`src/rtl/calc_cu.sv`:
```
// Control unit that sequences the 4-bit calculator datapath for one opcode per go request.
// Build with CU_WATCHDOG_EN defined to bound the calc/div wait by MAX_WAIT cycles.
`timescale 1ns / 1ps

module calc_cu #(
  parameter int unsigned MAX_WAIT = 15,
  parameter int unsigned CW       = 4
) (
  input  logic       clk,
  input  logic       rst,
  input  logic       go,
  input  logic [2:0] op,
  input  logic       y_zero,
  input  logic       done_calc,
  input  logic       done_div,
  output logic       en_x,
  output logic       en_y,
  output logic       go_calc,
  output logic       go_div,
  output logic       go_mult,
  output logic       sel_h,
  output logic [1:0] sel_l,
  output logic       en_out_h,
  output logic       en_out_l,
  output logic [2:0] op_calc,
  output logic       busy,
  output logic       done,
  output logic       err
);

  typedef enum logic [3:0] {
    StIdle, StLoad, StCheck, StCalc, StDiv, StMul, StPass,
    StMuxC, StMuxD, StMuxM, StOutL, StOutHl, StDone, StErr
  } state_e;

  state_e     state_q, state_d;
  logic [2:0] op_q, op_d;
  logic       err_q, err_d;

  if (MAX_WAIT >= (1 << CW)) begin : g_cfg_check
    $error("MAX_WAIT must be below 2**CW");
  end

`ifdef CU_WATCHDOG_EN
  logic [CW-1:0] cnt_q, cnt_d;

  always_ff @(posedge clk or posedge rst) begin
    if (rst) cnt_q <= '0;
    else     cnt_q <= cnt_d;
  end
`endif

  always_ff @(posedge clk or posedge rst) begin
    if (rst) begin
      state_q <= StIdle;
      op_q    <= 3'b000;
      err_q   <= 1'b0;
    end else begin
      state_q <= state_d;
      op_q    <= op_d;
      err_q   <= err_d;
    end
  end

  always_comb begin
    state_d = state_q;
    op_d    = op_q;
    err_d   = err_q;
`ifdef CU_WATCHDOG_EN
    cnt_d   = cnt_q;
`endif
    unique case (state_q)
      StIdle: begin
        if (go) begin
          op_d    = op;
          err_d   = 1'b0;
          state_d = StLoad;
        end
      end
      StLoad: state_d = StCheck;
      StCheck: begin
`ifdef CU_WATCHDOG_EN
        cnt_d = '0;
`endif
        if (op_q == 3'b100 && y_zero) state_d = StErr;
        else if (!op_q[2])            state_d = StCalc;
        else if (op_q[1])             state_d = StPass;
        else if (op_q[0])             state_d = StMul;
        else                          state_d = StDiv;
      end
      StCalc: begin
        if (done_calc) state_d = StMuxC;
`ifdef CU_WATCHDOG_EN
        else if (cnt_q == CW'(MAX_WAIT - 1)) state_d = StErr;
        else cnt_d = cnt_q + 1'b1;
`endif
      end
      StDiv: begin
        if (done_div) state_d = StMuxD;
`ifdef CU_WATCHDOG_EN
        else if (cnt_q == CW'(MAX_WAIT - 1)) state_d = StErr;
        else cnt_d = cnt_q + 1'b1;
`endif
      end
      StMul:   state_d = StMuxM;
      StPass:  state_d = StOutL;
      StMuxC:  state_d = StOutL;
      StMuxD:  state_d = StOutHl;
      StMuxM:  state_d = StOutHl;
      StOutL:  state_d = StDone;
      StOutHl: state_d = StDone;
      StErr:   state_d = StDone;
      StDone:  state_d = StIdle;
      default: state_d = StIdle;
    endcase
    // err is visible from the ERR cycle onward
    if (state_d == StErr) err_d = 1'b1;
  end

  always_comb begin
    en_x     = 1'b0;
    en_y     = 1'b0;
    go_calc  = 1'b0;
    go_div   = 1'b0;
    go_mult  = 1'b0;
    sel_h    = 1'b0;
    sel_l    = 2'b00;
    en_out_h = 1'b0;
    en_out_l = 1'b0;
    op_calc  = 3'b000;
    done     = 1'b0;
    unique case (state_q)
      StLoad: begin
        en_x = 1'b1;
        en_y = 1'b1;
      end
      StCalc: begin
        go_calc = 1'b1;
        op_calc = op_q;
      end
      StDiv: begin
        go_div  = 1'b1;
        op_calc = 3'b100;
      end
      StMul: begin
        go_mult = 1'b1;
        op_calc = 3'b101;
      end
      StPass: op_calc = op_q;
      StMuxC: sel_l = 2'b01;
      StMuxD: begin
        sel_h = 1'b1;
        sel_l = 2'b11;
      end
      StMuxM: sel_l = 2'b10;
      // OUT states keep whatever the preceding state drove: PASS or MUX_C for OUT_L
      StOutL: begin
        en_out_l = 1'b1;
        if (op_q[2]) op_calc = op_q;
        else         sel_l   = 2'b01;
      end
      StOutHl: begin
        en_out_h = 1'b1;
        en_out_l = 1'b1;
        if (op_q[0]) begin
          sel_l = 2'b10;
        end else begin
          sel_h = 1'b1;
          sel_l = 2'b11;
        end
      end
      StErr: begin
        en_out_h = 1'b1;
        en_out_l = 1'b1;
      end
      StDone: done = 1'b1;
      default: ;
    endcase
  end

  assign busy = (state_q != StIdle);
  assign err  = err_q;

endmodule
```
`config.mk`:
```
export PLATFORM = sky130hd
export DESIGN_NAME = calc_cu
export DESIGN_NICKNAME = d
export VERILOG_FILES = /design/src/rtl/calc_cu.sv
export SDC_FILE = /design/constraint.sdc
export NUM_CORES = 1
export LEC_CHECK = 0
export ABC_AREA = 1
export CAP_MARGIN = 10
export CORE_MARGIN = 1
export CORE_UTILIZATION = 42
export CTS_BUF_LIST = sky130_fd_sc_hd__clkbuf_16
export DETAILED_ROUTE_END_ITERATION = 12
export PLACE_DENSITY = 0.77
export SYNTH_ARGS = -nofsm -noshare
export SYNTH_HDL_FRONTEND = slang
export SYNTH_SLANG_ARGS = --single-unit
```
`constraint.sdc`:
```
create_clock -name clk -period 1.3 [get_ports clk]
set_input_delay 0.26 -clock clk [delete_from_list [all_inputs] [get_ports clk]]
set_output_delay 0.26 -clock clk [all_outputs]
set_load 0.01 [all_outputs]
```
==> flow_metrics.py, run 1 <==
metrics = {
    "die": {
        "row_count": 13,
        "fp.dieW_um": 41.13,
        "boundaryPins": 25,
        "die_height_um": 41.13,
        "start_util_pct": 47.07,
    },
    "yosys": {
        "yosysMostFrequentCell": "nand2_1",
        "ys_types": 16,
        "synth_area_leaders": "dfrtp_1 (31%), nand2_1 (21%), nor2_1 (11%)",
        "syn_inst": 107,
        "synth_top_cell_by_area": "dfrtp_1",
        "ys_seq_area_share_pct": 31.13,
        "synth_edf_count": 0,
        "yosys_warnings": 0,
        "yosys-top-cells-count": "nand2_1 (36), nor2_1 (18), inv_1 (14), nand3_1 (9), dfrtp_1 (8)",
        "async_reset_ff_share_pct": 100.0,
        "synth_nets": 116,
        "synth_ff_type": "dfrtp_1",
        "syn_avg_cell_area_um2": 6.010,
        "netlist_area_um2": 643.1,
        "ys_ff_latch": 8,
        "netlist.area_leader.share_pct": 31.13,
    },
    "placement": {
        "place_inst": 165,
        "gp_congestion": 0.7803,
        "hpwl_um": 1547,
        "numPortBuffers": 24,
    },
    "run_status": {
        "stop_stage": "global routing (5_1_grt)",
        "firstError": "[ERROR DPL-0033] detailed placement checks failed during check placement.",
        "status": "did not finish",
    },
    "clock_network": {
        "cts-buffers-inserted": 3,
        "cts.sinks": 8,
        "clock_path_buffers": 2,
        "cts_htree_levels": 1,
        "cts_root_buffer": "clkbuf_16",
    },
    "timing": {
        "worst-endpoint-pin-kind": "top-level output",
        "worst_endpoint": "op_calc[0]",
    },
    "grt": {
        "grt_max_degree": 9,
        "antenna_found_initial": 0,
    },
}
## logic make-up after synthesis
group / Yosys count / synth area share (%)
AND/OR/NAND/NOR: 73 / 51.56
flip-flops: 8 / 31.13
buffers and inverters: 20 / 12.26
AO/OA/AOI/OAI: 6 / 5.058
## stage by stage
stage	util [%]	cell area, um2	worst slack, ns
after CTS	88.46	1209	-0.3121
after detailed placement	76.65	1047	-0.5196
after global placement	76.65	1047	-0.4827
after floorplan	-	645.6	0.002340
## timing repair
item                                    4_1_cts
hold buffers                                  0
endpoints found under the setup margin       18
setup buffers                                 7
pin swaps                                    10
gates resized for setup                      88
==> run 2, diff against run 1 <==
--- a/config.mk
+++ b/config.mk
@@ -7,11 +7,10 @@
 export LEC_CHECK = 0
 export ABC_AREA = 1
 export CAP_MARGIN = 10
-export CORE_MARGIN = 1
-export CORE_UTILIZATION = 42
-export CTS_BUF_LIST = sky130_fd_sc_hd__clkbuf_16
+export CORE_AREA = 2 2 63 65
 export DETAILED_ROUTE_END_ITERATION = 12
-export PLACE_DENSITY = 0.77
+export DIE_AREA = 0 0 65 67
+export PLACE_DENSITY_LB_ADDON = 0.15
 export SYNTH_ARGS = -nofsm -noshare
 export SYNTH_HDL_FRONTEND = slang
 export SYNTH_SLANG_ARGS = --single-unit
==> run 2 against run 1 <==
Effect of this change: synthesized area did not move; the flow now finishes, with violations (negative setup slack); synthesized cell count unchanged.
==> flow_metrics.py, run 2 <==
metrics = {
    "detailed_routing": {
        "num_vias": 902,
        "routed_wl_um": 2481,
        "routedWlPerCell_um": 11.49,
        "via_per_inst": 4.176,
        "drc_errors": 0,
        "drtIter0Drc": 21,
        "drt_first_pass_iters": 4,
        "ant_nets": 0,
    },
    "grt": {
        "grt_pass1_vias": 924,
        "grt_pass1_wl_um": 4222,
        "antenna_found_initial": 0,
        "grt_max_degree": 9,
        "grt_usage_pct": 12.80,
        "overflow": 0,
    },
    "critical_path": {
        "cp-end-kind": "output pin",
        "cp_slowest_cell": "dfrtp_2",
        "crit_family": "flip-flops",
        "r2r_start": "state_q[3]",
        "crit_buf_inv": 3,
        "cpPeakStageDelay_ns": 0.43,
        "cp-start-kind": "flip-flop",
        "worstPathCellList": "buf_6 -> inv_4 -> nand2_4 -> nor2_4 -> nand2_1 -> nand3_2 -> buf_2",
        "cp_data_arrival_time_ns": 1.36,
        "cp_data_required_time_ns": 1.04,
        "worstSetupPathType": "flip-flop to output pin",
        "cp_max_fo": 5,
        "cp-startpoint": "state_q[2]",
    },
    "die": {
        "boundaryPins": 25,
        "fp.dieW_um": 65,
        "dieArea_mm2": 0.004355,
        "die_height_um": 67,
        "coreArea_mm2": 0.003606,
        "row_count": 22,
        "start_util_pct": 17.83,
    },
    "yosys": {
        "yosys_warnings": 0,
        "ys_types": 16,
        "yosys-top-cells-count": "nand2_1 (36), nor2_1 (18), inv_1 (14), nand3_1 (9), dfrtp_1 (8)",
        "ys_seq_area_share_pct": 31.13,
        "syn_avg_cell_area_um2": 6.010,
        "netlist_area_um2": 643.1,
        "synth_edf_count": 0,
        "synth_nets": 116,
        "synth_ff_type": "dfrtp_1",
        "ys_ff_latch": 8,
        "yosysMostFrequentCell": "nand2_1",
        "synth_top_cell_by_area": "dfrtp_1",
        "synth_area_leaders": "dfrtp_1 (31%), nand2_1 (21%), nor2_1 (11%)",
        "netlist.area_leader.share_pct": 31.13,
        "async_reset_ff_share_pct": 100.0,
        "syn_inst": 107,
    },
    "timing": {
        "hold_viol_final": 0,
        "slew_viol_final": 0,
        "worst_slew_pin_slew_ns": 0.3278,
        "max_freq_ghz": 0.6174,
        "slew_headroom_pct": 78.12,
        "setup_viol": 17,
        "fin_setup_tns_ns": -3.552,
        "min_period_ns": 1.620,
        "timing.final.crit_share_pct": 124.6,
        "rsz0062_at_grt": "yes",
        "setup_slack_ns": -0.3198,
        "clock_skew_ns": 0.001509,
        "whs_ns": 0.2894,
    },
    "clock_network": {
        "clk_latency_ns": 0.23,
        "cts_htree_levels": 1,
        "clock_path_buffers": 2,
        "cts_tree": "done",
        "cts_root_buffer": "clkbuf_8",
        "cts-buffers-inserted": 3,
        "cts.clk_slew.worst_paths_ns": 0.04,
        "cts.sinks": 8,
    },
    "final_layout": {
        "nets": 179,
        "fin_area_mm2": 0.001393,
        "layout-drive-gt1-share_pct": 57.74,
        "diodes": 0,
        "final_cell_mix": "nand2_1 (26), buf_4 (24), buf_6 (16)",
        "final_common_cell": "nand2_1",
        "utilization_pct": 38.62,
        "synthToLayoutAreaGrowth_pct": 116.5,
        "largest_register_ffs": 4,
        "max_flop_register": "state_q",
    },
    "placement": {
        "hpwl_um": 1834,
        "numPortBuffers": 24,
        "gp_congestion": 0.9063,
        "dpl_cell_area_mm2": 0.001111,
        "dp_slack_ns": -0.5174,
    },
    "run_status": {
        "violations": "negative setup slack",
        "status": "finished with violations",
    },
    "power_and_ir_drop": {
        "powerDensity_mw_per_mm2": 2494,
        "p_leak_nw": 0.7412,
        "peakVddDrop_mv": 0.7596,
    },
    "min_path": {
        "hp-class": "input pin to asynchronous set/reset pin",
    },
    "job": {
        "cap_violations": 0,
    },
}
## run 2: cell counts after synthesis
No cell type changed its count.
## run 2: layout make-up
type                            count  area (um2)
Clock buffer                        3       41.29
Timing Repair Buffer               59       505.5
Inverter                           19       83.83
Fill cell                         398        2213
Tap cell                           48       60.06
Multi-Input combinational cell     79       496.7
Sequential cell                     8       205.2
## run 2: per-stage QoR
step,cells,power [mW]
2_1_floorplan,107,1.385
3_3_place_gp,201,2.482
3_5_place_dp,201,2.471
4_1_cts,214,3.181
5_1_grt,216,3.748
6_report,216,3.473
## run 2: path summary, 6_finish.rpt
path                               to  cells past startpoint  slack, ns
setup / recovery           op_calc[2]                      7      -0.32
hold / removal                op_q[1]                      2       0.29
setup reg to reg           state_q[2]                      9      -0.12
hold reg to reg                   err                      2       0.48
max in group asynchronous  state_q[0]                      2       0.75
min in group clk                  err                      2       0.48
## run 2: power by group
part	switching [mW]	internal (mW)
Combinational	1.29	1.32
Clock	0.0941	0.200
Sequential	0.186	0.385
Total	1.57	1.91
## run 2: logic make-up after synthesis
family	synth area share, %
flops	31.13
compound gates	5.058
simple gates	51.56
buf+inv	12.26
## run 2: what timing repair did
item | in CTS | in global routing
gates resized for setup | 98 | 26
cloned | 0 | 0
hold buffers | 0 | 0
endpoints found under the setup margin | 23 | 23
pin swaps | 13 | 9
buffers inserted | 10 | 2
## run 2: metal layers
| layer | track usage (%) | wire, um | vias to the layer above | part of all wire (%) |
|---|---|---|---|---|
| met5 | 0 | 0 | - | 0 |
| met4 | 5.319 | 45 | 0 | 1.8 |
| met3 | 2.196 | 109 | 6 | 4.4 |
| met2 | 24.61 | 1320 | 24 | 53 |
| met1 | 13.66 | 1005 | 423 | 41 |
| li1 | - | - | 449 | - |
(Power assumes the default switching activity.)
==> run 3, diff against run 2 <==
--- a/config.mk
+++ b/config.mk
@@ -8,6 +8,7 @@
 export ABC_AREA = 1
 export CAP_MARGIN = 10
 export CORE_AREA = 2 2 63 65
+export CTS_CLUSTER_DIAMETER = 150
 export DETAILED_ROUTE_END_ITERATION = 12
 export DIE_AREA = 0 0 65 67
 export PLACE_DENSITY_LB_ADDON = 0.15
==> results of run 3 <==
Same layout as run 2: the final DEF is identical, and so are final timing and power.
==> run 4, diff against run 3 <==
--- a/config.mk
+++ b/config.mk
@@ -9,6 +9,7 @@
 export CAP_MARGIN = 10
 export CORE_AREA = 2 2 63 65
 export CTS_CLUSTER_DIAMETER = 150
+export CTS_CLUSTER_SIZE = 24
 export DETAILED_ROUTE_END_ITERATION = 12
 export DIE_AREA = 0 0 65 67
 export PLACE_DENSITY_LB_ADDON = 0.15
==> results of run 4 <==
Same layout as run 2: the final DEF is identical, and so are final timing and power.
